`config.mk`:
```
export PLATFORM = sky130hd
export DESIGN_NAME = cnn_ofmap_streamer
export DESIGN_NICKNAME = d
export VERILOG_FILES = /design/src/rtl/cnn_ofmap_streamer_pkg.sv /design/src/rtl/cnn_ofmap_streamer_counter.sv /design/src/rtl/cnn_ofmap_streamer.sv
export SDC_FILE = /design/constraint.sdc
export NUM_CORES = 1
export LEC_CHECK = 0
export CAP_MARGIN = 20
export CORE_AREA = 2 2 202 144
export DETAILED_ROUTE_END_ITERATION = 12
export DIE_AREA = 0 0 204 146
export DONT_BUFFER_PORTS = 1
export GPL_TIMING_DRIVEN = 0
export PLACE_DENSITY = 0.78
export SYNTH_ARGS = -nofsm -noshare
export SYNTH_HDL_FRONTEND = slang
export SYNTH_SLANG_ARGS = --single-unit
```
`constraint.sdc`:
```
create_clock -name clk -period 4 [get_ports clk]
set_input_delay 0.2 -clock clk [delete_from_list [all_inputs] [get_ports clk]]
set_output_delay 0.2 -clock clk [all_outputs]
set_load 0.03 [all_outputs]
```
`src/rtl/cnn_ofmap_streamer_pkg.sv`:
```
// cnn_ofmap_streamer_pkg: shared types, default geometry and helpers for the
// output feature-map streamer and its nested index counter.
package cnn_ofmap_streamer_pkg;

  // Default feature-map geometry, matching the cnn_topCore output stage.
  localparam int DEF_IN       = 1;
  localparam int DEF_OCH      = 3;
  localparam int DEF_OY       = 4;
  localparam int DEF_OX       = 4;
  localparam int DEF_DATA_LEN = 8;

  // Number of elements in one default-sized output frame.
  localparam int OFMAP_ELEMS  = DEF_IN * DEF_OCH * DEF_OY * DEF_OX;

  // Streamer control states.
  typedef enum logic [0:0] {
    ST_IDLE   = 1'b0,
    ST_STREAM = 1'b1
  } stream_state_e;

  // Counter width for a dimension of size n; a size-1 dimension still gets a
  // 1-bit field so every index port exists.
  function automatic int clog2_min1(input int n);
    return (n > 1) ? $clog2(n) : 1;
  endfunction

endpackage

```
`src/rtl/cnn_ofmap_streamer_counter.sv`:
```
// cnn_nd_counter: four-level nested wrapping counter. Level 0 is the fastest
// and carries into level 1, then 2, then 3. Clear wins over enable.
module cnn_nd_counter
  import cnn_ofmap_streamer_pkg::*;
#(
  parameter int N3 = 1,
  parameter int N2 = 1,
  parameter int N1 = 1,
  parameter int N0 = 1,
  parameter int W3 = clog2_min1(N3),
  parameter int W2 = clog2_min1(N2),
  parameter int W1 = clog2_min1(N1),
  parameter int W0 = clog2_min1(N0)
) (
  input  logic          clk,
  input  logic          reset,
  input  logic          clr,
  input  logic          en,
  output logic [W3-1:0] cnt3,
  output logic [W2-1:0] cnt2,
  output logic [W1-1:0] cnt1,
  output logic [W0-1:0] cnt0,
  output logic          all_max
);

  logic [W3-1:0] cnt3_q, cnt3_d;
  logic [W2-1:0] cnt2_q, cnt2_d;
  logic [W1-1:0] cnt1_q, cnt1_d;
  logic [W0-1:0] cnt0_q, cnt0_d;
  logic          max3, max2, max1, max0;

  // Per-level wrap detection and the ripple-carry next-count computation.
  always_comb begin
    max3    = (cnt3_q == W3'(N3 - 1));
    max2    = (cnt2_q == W2'(N2 - 1));
    max1    = (cnt1_q == W1'(N1 - 1));
    max0    = (cnt0_q == W0'(N0 - 1));
    all_max = max3 & max2 & max1 & max0;
    cnt3_d  = cnt3_q;
    cnt2_d  = cnt2_q;
    cnt1_d  = cnt1_q;
    cnt0_d  = cnt0_q;
    if (clr) begin
      cnt3_d = '0;
      cnt2_d = '0;
      cnt1_d = '0;
      cnt0_d = '0;
    end else if (en) begin
      cnt0_d = max0 ? '0 : cnt0_q + W0'(1);
      if (max0) begin
        cnt1_d = max1 ? '0 : cnt1_q + W1'(1);
      end
      if (max0 && max1) begin
        cnt2_d = max2 ? '0 : cnt2_q + W2'(1);
      end
      if (max0 && max1 && max2) begin
        cnt3_d = max3 ? '0 : cnt3_q + W3'(1);
      end
    end
  end

  // Counter registers with synchronous reset to the origin.
  always_ff @(posedge clk) begin
    if (reset) begin
      cnt3_q <= '0;
      cnt2_q <= '0;
      cnt1_q <= '0;
      cnt0_q <= '0;
    end else begin
      cnt3_q <= cnt3_d;
      cnt2_q <= cnt2_d;
      cnt1_q <= cnt1_d;
      cnt0_q <= cnt0_d;
    end
  end

  assign cnt3 = cnt3_q;
  assign cnt2 = cnt2_q;
  assign cnt1 = cnt1_q;
  assign cnt0 = cnt0_q;

endmodule

```
`src/rtl/cnn_ofmap_streamer.sv`:
```
// cnn_ofmap_streamer: captures a flat output feature map on a one-cycle strobe
// and replays it one element per accepted valid/ready beat, tagged with its
// (in, och, oy, ox) coordinates and a last-beat marker.
module cnn_ofmap_streamer
  import cnn_ofmap_streamer_pkg::*;
#(
  parameter int IN       = DEF_IN,
  parameter int OCH      = DEF_OCH,
  parameter int OY       = DEF_OY,
  parameter int OX       = DEF_OX,
  parameter int DATA_LEN = DEF_DATA_LEN
) (
  input  logic                                 clk,
  input  logic                                 reset,
  input  logic                                 i_in_valid,
  input  logic [IN*OCH*OY*OX*DATA_LEN-1:0]     i_in_fmap,
  output logic                                 o_valid,
  input  logic                                 i_ready,
  output logic [DATA_LEN-1:0]                  o_data,
  output logic [clog2_min1(IN)-1:0]            o_idx_in,
  output logic [clog2_min1(OCH)-1:0]           o_idx_och,
  output logic [clog2_min1(OY)-1:0]            o_idx_oy,
  output logic [clog2_min1(OX)-1:0]            o_idx_ox,
  output logic                                 o_last,
  output logic                                 o_busy,
  output logic                                 o_done,
  output logic                                 o_drop
);

  localparam int N      = IN * OCH * OY * OX;
  localparam int FMAP_W = N * DATA_LEN;
  localparam int SW     = clog2_min1(FMAP_W);

  stream_state_e       state_q, state_d;
  logic [FMAP_W-1:0]   shadow_q, shadow_d;
  logic                done_q, done_d;
  logic                drop_q, drop_d;
  logic                cnt_clr, cnt_en;
  logic                all_max;
  logic                streaming;
  logic                fire;
  logic [SW-1:0]       sel_base;

  // Coordinate counters: ox is the fastest level, in the slowest.
  cnn_nd_counter #(
    .N3(IN),
    .N2(OCH),
    .N1(OY),
    .N0(OX)
  ) u_counter (
    .clk    (clk),
    .reset  (reset),
    .clr    (cnt_clr),
    .en     (cnt_en),
    .cnt3   (o_idx_in),
    .cnt2   (o_idx_och),
    .cnt1   (o_idx_oy),
    .cnt0   (o_idx_ox),
    .all_max(all_max)
  );

  assign streaming = (state_q == ST_STREAM);
  assign fire      = streaming && i_ready;

  // Capture, advance, wrap and drop decisions for the next cycle.
  always_comb begin
    state_d  = state_q;
    shadow_d = shadow_q;
    done_d   = 1'b0;
    drop_d   = drop_q;
    cnt_clr  = 1'b0;
    cnt_en   = 1'b0;
    case (state_q)
      ST_IDLE: begin
        if (i_in_valid) begin
          shadow_d = i_in_fmap;
          cnt_clr  = 1'b1;
          state_d  = ST_STREAM;
        end
      end
      ST_STREAM: begin
        if (fire) begin
          cnt_en = 1'b1;
          if (all_max) begin
            done_d = 1'b1;
            if (i_in_valid) begin
              shadow_d = i_in_fmap;
              cnt_clr  = 1'b1;
            end else begin
              state_d = ST_IDLE;
            end
          end else if (i_in_valid) begin
            drop_d = 1'b1;
          end
        end else if (i_in_valid) begin
          drop_d = 1'b1;
        end
      end
      default: begin
        state_d = ST_IDLE;
      end
    endcase
  end

  // State, shadow frame and status flags.
  always_ff @(posedge clk) begin
    if (reset) begin
      state_q  <= ST_IDLE;
      shadow_q <= '0;
      done_q   <= 1'b0;
      drop_q   <= 1'b0;
    end else begin
      state_q  <= state_d;
      shadow_q <= shadow_d;
      done_q   <= done_d;
      drop_q   <= drop_d;
    end
  end

  // Element offset into the shadow frame, built only from the counters.
  always_comb begin
    sel_base = SW'((((int'(o_idx_in) * OCH + int'(o_idx_och)) * OY
                     + int'(o_idx_oy)) * OX + int'(o_idx_ox)) * DATA_LEN);
  end

  assign o_data  = shadow_q[sel_base +: DATA_LEN];
  assign o_valid = streaming;
  assign o_busy  = streaming;
  assign o_last  = streaming && all_max;
  assign o_done  = done_q;
  assign o_drop  = drop_q;

endmodule

```
=== Word-level counts from Yosys, hierarchy flattened ===
Cells that the tools add are included.

* Bitwise operators: 6
* Shift-type cells: 1
* $add $sub $neg: 7
* Multipliers: 1
* Reductions and logical operators: 11
* Eq/ne operators: 6
* Multiplexer cells: 21

{| class="wikitable"
|+ Operator list
! kind !! number
|-
| $mux 384 || 3
|-
| $pmux 384 s2 || 1
|-
| $shiftx 384x10->8 || 1
|-
| $mux 1 || 12
|-
| $reduce_and 2->1 || 5
|-
| $add 2x1->2 const B || 3
|-
| $add 6x2->6 || 1
|-
| $eq 2x2->1 const B || 3
|-
| $mux 2 || 3
|-
| $add 4x2->4 || 1
|-
| $logic_and 1x1->1 || 4
|-
| $ne 2x1->1 const B || 2
|-
| $pmux 1 s2 || 2
|-
| $and 1x1->1 || 3
|-
| $not 1->1 || 3
|-
| $reduce_or 3->1 || 1
|-
| $add 2x2->2 || 1
|-
| $mul 1x2->2 const B || 1
|-
| $ne 2x2->1 const B || 1
|-
| $reduce_or 2->1 || 1
|-
| $add 1x1->1 const B || 1
|}

* Output and inout bits: 20
* Input port bits: 388
* Flip-flop bits (word level): 394

=== Logic depth before layout (Yosys ltp) ===
Gate-level depths: netlist of run 1.

* Word-level depth: 8
* Gate-level depth with buffers: 9
* Gate-level depth less buffers: 6

=== Hierarchy ===
From an unflattened synthesis of run 1, not the netlist that was laid out.

* Cells, all modules: 1989
* Area, all modules: 16662.2 um^2

{| class="wikitable"
|+ By module, submodules not included
! module !! area an instance (um^2) !! cells an instance !! instances
|-
| cnn_ofmap_streamer || 16334.4 || 1958 || 1
|-
| cnn_nd_counter || 327.8 || 31 || 1
|}

=== Least setup slack after synthesis of run 1 ===
OpenSTA, ideal clock, no wires.

* Kind: reg2out
* From: register u_counter.cnt1_q[0] (netlist: u_counter.cnt1[0])
* To: output o_data[1]
* Arrival: 2.162 ns
* Buffers on the path: 3
* Cell stages (with the launch flop): 8
* Setup slack: 1.638 ns
* Cell sequence: dfxtp_1 buf_2 buf_6 buf_2 mux4_2 a221oi_1 nor3_1 a221o_1

* Longest elaborated chain between the ends: 3

{| class="wikitable"
|+ Ends and longest elaborated chain
! what !! line !! source
|-
| start, declared || cnn_ofmap_streamer_counter.sv:28 || <nowiki>logic [W1-1:0] cnt1_q, cnt1_d;</nowiki>
|-
| start signal, assigned || cnn_ofmap_streamer_counter.sv:72 || <nowiki>cnt1_q <= cnt1_d;</nowiki>
|-
| $add 4x2->4 || cnn_ofmap_streamer.sv:123 || <nowiki>+ int'(o_idx_oy)) * OX + int'(o_idx_ox)) * DATA_LEN);</nowiki>
|-
| $add 6x2->6 || cnn_ofmap_streamer.sv:123 ||
|-
| $shiftx 384x10->8 || cnn_ofmap_streamer.sv:126 || <nowiki>assign o_data = shadow_q[sel_base +: DATA_LEN];</nowiki>
|-
| end, declared || cnn_ofmap_streamer.sv:19 || <nowiki>output logic [DATA_LEN-1:0] o_data,</nowiki>
|}

Every way passes these cells.

=== Worst setup path in the final report of run 1 ===
* From: register u_counter.cnt1_q[0] (netlist: u_counter.cnt1[0])
* To: output o_data[3]

Same word-level chain as after synthesis.

==> results.py, run 1 <==
metrics = {
    "timing": {
        "clock_skew_ps": 13.7,
        "hold_viol": 0,
        "setup_ws_ps": -20.8,
        "slew_headroom": 0.262,
        "fin_hold_ws_ps": 15.1,
        "finalCriticalPeriod_ps": 4020,
        "setup_violations": 3,
        "rsz0062_at_grt": "false",
        "timing.fmax_mhz": 249,
        "worst_pin_slew_ps": 1100,
        "finalSetupTns_ps": -50.1,
        "fin_crit_sh": 1.01,
        "final-max-slew-violation-count": 0,
    },
    "place": {
        "placed_cells": 2349,
        "gp_congestion": 0.955,
        "dp_hpwl_mm": 44.3,
        "place_area_um2": 17000,
        "numPortBuffers": 0,
        "pre_cts_slack_ps": 595,
    },
    "synthesis": {
        "syn_area_um2": 16500,
        "synth_warnings": 0,
        "synth_fp_nets": 2368,
        "syn_avg_cell_area_um2": 8.35,
        "synth_cell_types": 28,
        "synth_cells": 1978,
        "seq_area_frac_synth": 0.476,
        "ys_ff_latch": 393,
    },
    "finish": {
        "drive_above_1_share": 0.0749,
        "final_common_cell": "nand2_1",
        "final_cells": 2810,
        "utilization": 0.799,
        "fin_area_um2": 22100,
        "areaGrowthSynthToFinish_pct": 34.0,
        "fin_nets": 2794,
        "layout_common_cells": "777 x nand2_1, 399 x a21oi_1, 393 x dfxtp_1, 386 x dlygate4sd3_1, 124 x clkbuf_1",
    },
    "worst_setup_path": {
        "reg2reg_slack_ps": 860,
        "arrival_ps": 3820,
        "rr_worst_depth": 8,
        "required_ps": 3800,
        "cp_max_fo": 10,
        "startpoint": "u_counter.cnt1[0]",
        "startpoint_type": "flip-flop",
        "rr_endpoint": "shadow_q[59]",
        "cp-endpoint": "o_data[3]",
        "crit_type": "flip-flop to primary output",
        "worst_setup_path_end_kind": "primary output",
        "r2r-start": "u_counter.cnt0[0]",
    },
    "global_routing": {
        "grt_max_degree": 16,
        "grtUsageMet2": 0.744,
        "grtUsageMet1": 0.589,
        "use_met3": 0.137,
        "gr-usage-all-layers": 0.475,
        "antenna_found_initial": 6,
        "grt_overflow_total": 0,
        "top_usage_layer": "met2",
        "grt_pass1_wl_mm": 107,
        "first_global_vias": 18409,
    },
    "route": {
        "viasPerCell": 6.59,
        "route.detailed.drc": 0,
        "drtPass1Iterations": 7,
        "ant_nets": 0,
        "via_count": 18515,
        "drtIter0Drc": 2862,
        "wl_per_cell_um": 25.7,
        "postRouteWirelength_mm": 72.2,
    },
    "pwr": {
        "ir_worst_vdd_mv": 0.317,
        "power.density_nw_per_um2": 419,
        "total_power_mw": 9.27,
        "p_leak_nw": 8.08,
    },
    "die": {
        "io_pins": 408,
        "num_rows": 51,
        "dieArea_um2": 29800,
        "die_h_um": 146,
        "design.core.area_um2": 27700,
        "die_w_um": 204,
        "initial_core_util": 0.596,
    },
    "clock_tree": {
        "clockBufferDepth": 3,
        "htree_levels": 2,
        "clkTransAtPathRegs_ps": 70,
        "cts_root_buf": "clkbuf_16",
        "cts_tree": "done",
        "clock_latency_ps": 550,
        "numCtsBuffers": 38,
        "postCtsSetupBuffers": 0,
        "clock-sinks": 393,
    },
    "status": {
        "outcome": "complete, but fails checks",
        "violations": "negative setup slack",
    },
    "run": {
        "drv_cap": 0,
    },
    "worst_hold_path": {
        "hold_path.class": "input pin to flip-flop",
        "min_from": "i_ready",
    },
}
## critical path, cell delays in order (launching register included)
cell      delay, ps
dfxtp_1         620
buf_2           330
buf_2           410
clkbuf_4        450
mux4_2          380
a22oi_1         390
nand2_1         180
a221o_1         490
## Yosys cell counts (all sizes together)
cell type	count	area, um2
nand2	777	2920
dfxtp	393	7870
a22o	2	17.5
nand4	1	6.26
nor3	16	80.1
mux4	74	1670
and2	3	18.8
nand2b	2	12.5
o21a	1	7.51
a21oi	399	2000
clkbuf	117	439
a22oi	24	180
mux2i	46	460
o21ai	1	5.00
a221oi	28	245
nor2	16	60.1
a221o	8	80.1
a211o	2	17.5
inv	1	3.75
nand3	3	15.0
buf	51	315
nor2b	2	12.5
ha	2	25.0
conb	1	3.75
o21bai	8	60.1
## state kept, by name (all words and copies together) (netlist names)
| signal | flops |
|---|---|
| u_counter.cnt1 | 2 |
| u_counter.cnt0 | 2 |
| o_done | 1 |
| shadow_q | 384 |
| u_counter.cnt2 | 2 |
| o_busy | 1 |
| o_drop | 1 |
## cells by family after synthesis
kind of cell,share of synthesized area
and+or+nand+nor,0.189
AOI/OAI and AO/OA,0.158
DFF,0.476
buffers and inverters,0.0459
muxes,0.129
adders and majority gates,0.00152
other,0.000227
## per-layer routing
| layer | up-vias | share of wire |
|---|---|---|
| met2 | 1833 | 0.44 |
| met4 | 2 | 0.070 |
| li1 | 7572 | - |
| met5 | - | 0.00015 |
| met3 | 482 | 0.14 |
| met1 | 8626 | 0.35 |
## report_power, final
part	internal (mW)	switching [mW]	leakage, nW
Clock	2.09	1.64	0.619
Combinational	0.542	0.714	4.24
Sequential	4.13	0.155	3.23
Total	6.77	2.51	8.08
## area by class of cell
class,instances,area [um2]
inverter,1,3.75
buffer,168,757
timing repair buffer,386,3860
clock buffer,58,1170
fill,1574,5570
multi-input combinational,1416,7890
antenna,8,20.0
sequential,393,7870
clock inverter,9,97.6
tap,371,464
## worst min path at each step
stage                              to  slack [ps]  cells past startpoint
finish                         o_busy          20                      4
global route        u_counter.cnt1[0]          60                      3
CTS                 u_counter.cnt1[1]          10                      3
detailed placement             o_busy         330                      2
floorplan                      o_busy         320                      2
global placement               o_busy         330                      2
## what timing repair did
item                                    CTS  global route
endpoints found under the setup margin    0             4
hold endpoints to repair                389             0
hold buffers                            386             0
resized for setup                         0             1
(Power assumes the default switching activity.)
==> inputs of run 2 (changes only) <==
- SKIP_CTS_REPAIR_TIMING: default -> 1
==> run 2 against run 1 <==
Compared with the run above:
- the flow finishes with violations (negative hold slack, negative setup slack)
- core utilization hardly changed
- global-route usage is 9.7 points lower
- critical path depth stayed put
- sequential power hardly changed
- clock skew is 12 ps higher
- flip-flop and latch count stayed put
- total power is 0.20% lower
- highest routed layer is now met4
- count of clock-buffer cells in the layout stayed put
- die area stayed put
- critical endpoint is now o_data[2]
- final area hardly changed
==> results.py, run 2 (same netlist as run 1, synthesis figures left out) <==
metrics = {
    "finish": {
        "regMostFlops": "shadow_q",
        "final_common_cell": "nand2_1",
        "fin_nets": 2794,
        "drive_above_1_share": 0.0749,
        "utilization": 0.799,
        "nFillCells": 1571,
        "layout_common_cells": "777 x nand2_1, 399 x a21oi_1, 393 x dfxtp_1, 386 x dlygate4sd3_1, 124 x clkbuf_1",
        "largest_register_ffs": 384,
        "areaGrowthSynthToFinish_pct": 34.0,
        "fin_area_um2": 22100,
    },
    "place": {
        "numPortBuffers": 0,
        "gp_congestion": 0.955,
        "dp_hpwl_mm": 44.3,
        "place_area_um2": 17000,
        "pre_cts_slack_ps": 595,
    },
    "global_routing": {
        "gr-usage-all-layers": 0.378,
        "antenna_found_initial": 6,
        "grt_overflow_total": 0,
        "grt_max_degree": 16,
        "use_met3": 0.127,
        "grtUsageMet1": 0.514,
        "first_global_vias": 14351,
        "top_usage_layer": "met2",
        "grtUsageMet2": 0.568,
        "grt_pass1_wl_mm": 84.3,
    },
    "clock_tree": {
        "cts_root_buf": "clkbuf_16",
        "htree_levels": 2,
        "clockBufferDepth": 3,
        "clock_latency_ps": 560,
        "cts_tree": "done",
        "clock-sinks": 393,
        "numCtsBuffers": 38,
        "clkTransAtPathRegs_ps": 60,
    },
    "worst_setup_path": {
        "cp_max_fo": 10,
        "r2r-start": "u_counter.cnt0[1]",
        "startpoint_type": "flip-flop",
        "rr_endpoint": "shadow_q[79]",
        "arrival_ps": 3850,
        "required_ps": 3800,
        "reg2reg_slack_ps": 770,
        "worst_setup_path_end_kind": "primary output",
        "crit_type": "flip-flop to primary output",
        "rr_worst_depth": 8,
    },
    "route": {
        "postRouteWirelength_mm": 71.8,
        "route.detailed.drc": 0,
        "via_count": 18331,
        "ant_nets": 0,
        "viasPerCell": 6.52,
        "drtIter0Drc": 2855,
        "wl_per_cell_um": 25.5,
        "drtPass1Iterations": 11,
    },
    "die": {
        "dieArea_um2": 29800,
        "die_w_um": 204,
        "initial_core_util": 0.596,
        "die_h_um": 146,
        "io_pins": 408,
        "num_rows": 51,
        "design.core.area_um2": 27700,
    },
    "timing": {
        "setup_ws_ps": -54.9,
        "fin_crit_sh": 1.01,
        "worst_pin_slew_ps": 1080,
        "final-max-slew-violation-count": 0,
        "slew_headroom": 0.275,
        "fin_hold_ws_ps": -16.1,
        "finalCriticalPeriod_ps": 4050,
        "timing.fmax_mhz": 247,
        "setup_violations": 3,
        "clock_skew_ps": 26.0,
        "hold_viol": 2,
    },
    "pwr": {
        "power.density_nw_per_um2": 418,
        "ir_worst_vdd_mv": 0.372,
        "p_leak_nw": 8.08,
    },
    "run": {
        "drv_cap": 0,
    },
    "status": {
        "outcome": "complete, but fails checks",
        "violations": "negative hold slack, negative setup slack",
    },
    "worst_hold_path": {
        "min_from": "i_ready",
        "holdPathEnd": "u_counter.cnt0[0]",
        "hold_path.class": "input pin to flip-flop",
        "whs_path_depth": 3,
    },
}
==> run 2: layout make-up <==
class / count / area, um2 / share of cell area
well taps: 371 / 464 / 0.0210
clock inverters: 9 / 97.6 / 0.00441
inverters: 1 / 3.75 / 0.000170
clock buffers: 58 / 1170 / 0.0527
plain buffers: 168 / 757 / 0.0342
repair buffers: 386 / 3860 / 0.175
multi-input cells: 1416 / 7890 / 0.356
flip-flops and latches: 393 / 7870 / 0.355
diodes: 9 / 22.5 / 0.00102
==> run 2: how the worst max path moves through the flow <==
stage | cells after the start | end | slack (ps) | from
floorplan | 7 | o_data[1] | 1640 | u_counter.cnt1[0]
global placement | 7 | o_data[2] | 630 | u_counter.cnt1[0]
detailed placement | 7 | o_data[2] | 590 | u_counter.cnt1[0]
CTS | 7 | o_data[2] | 9 | u_counter.cnt1[0]
global route | 7 | o_data[2] | -40 | u_counter.cnt1[0]
finish | 7 | o_data[2] | -50 | u_counter.cnt1[0]
==> run 2: power by group <==
group	internal [mW]	total (mW)	switching [mW]
logic	0.542	1.25	0.706
registers	4.13	4.29	0.156
clock network	2.09	3.71	1.63
total	6.76	9.25	2.49
==> run 2: metrics by stage <==
step	setup TNS [ps]	hold WS (ps)	total power, mW	cells
final	-79.7	-16.1	9.25	2811
after floorplan	0	321	4.90	1978
after detailed placement	0	334	5.18	2349
after CTS	0	-232	8.75	2416
after global routing	-42.9	27.3	9.44	2808
after global placement	0	326	5.14	2349
==> run 2: per-layer routing <==
layer / wire, um / part of all wire
met5: 0 / 0
met1: 24600 / 0.34
met4: 4670 / 0.065
met3: 10600 / 0.15
met2: 31900 / 0.44
==> run 2: worst max-delay path: stages, from the launching register on <==
cell and delay [ps]:
dfxtp_1 610, buf_2 340, buf_2 400, clkbuf_4 470, mux4_2 380, a22oi_1 400
nand2_1 190, a221o_1 490
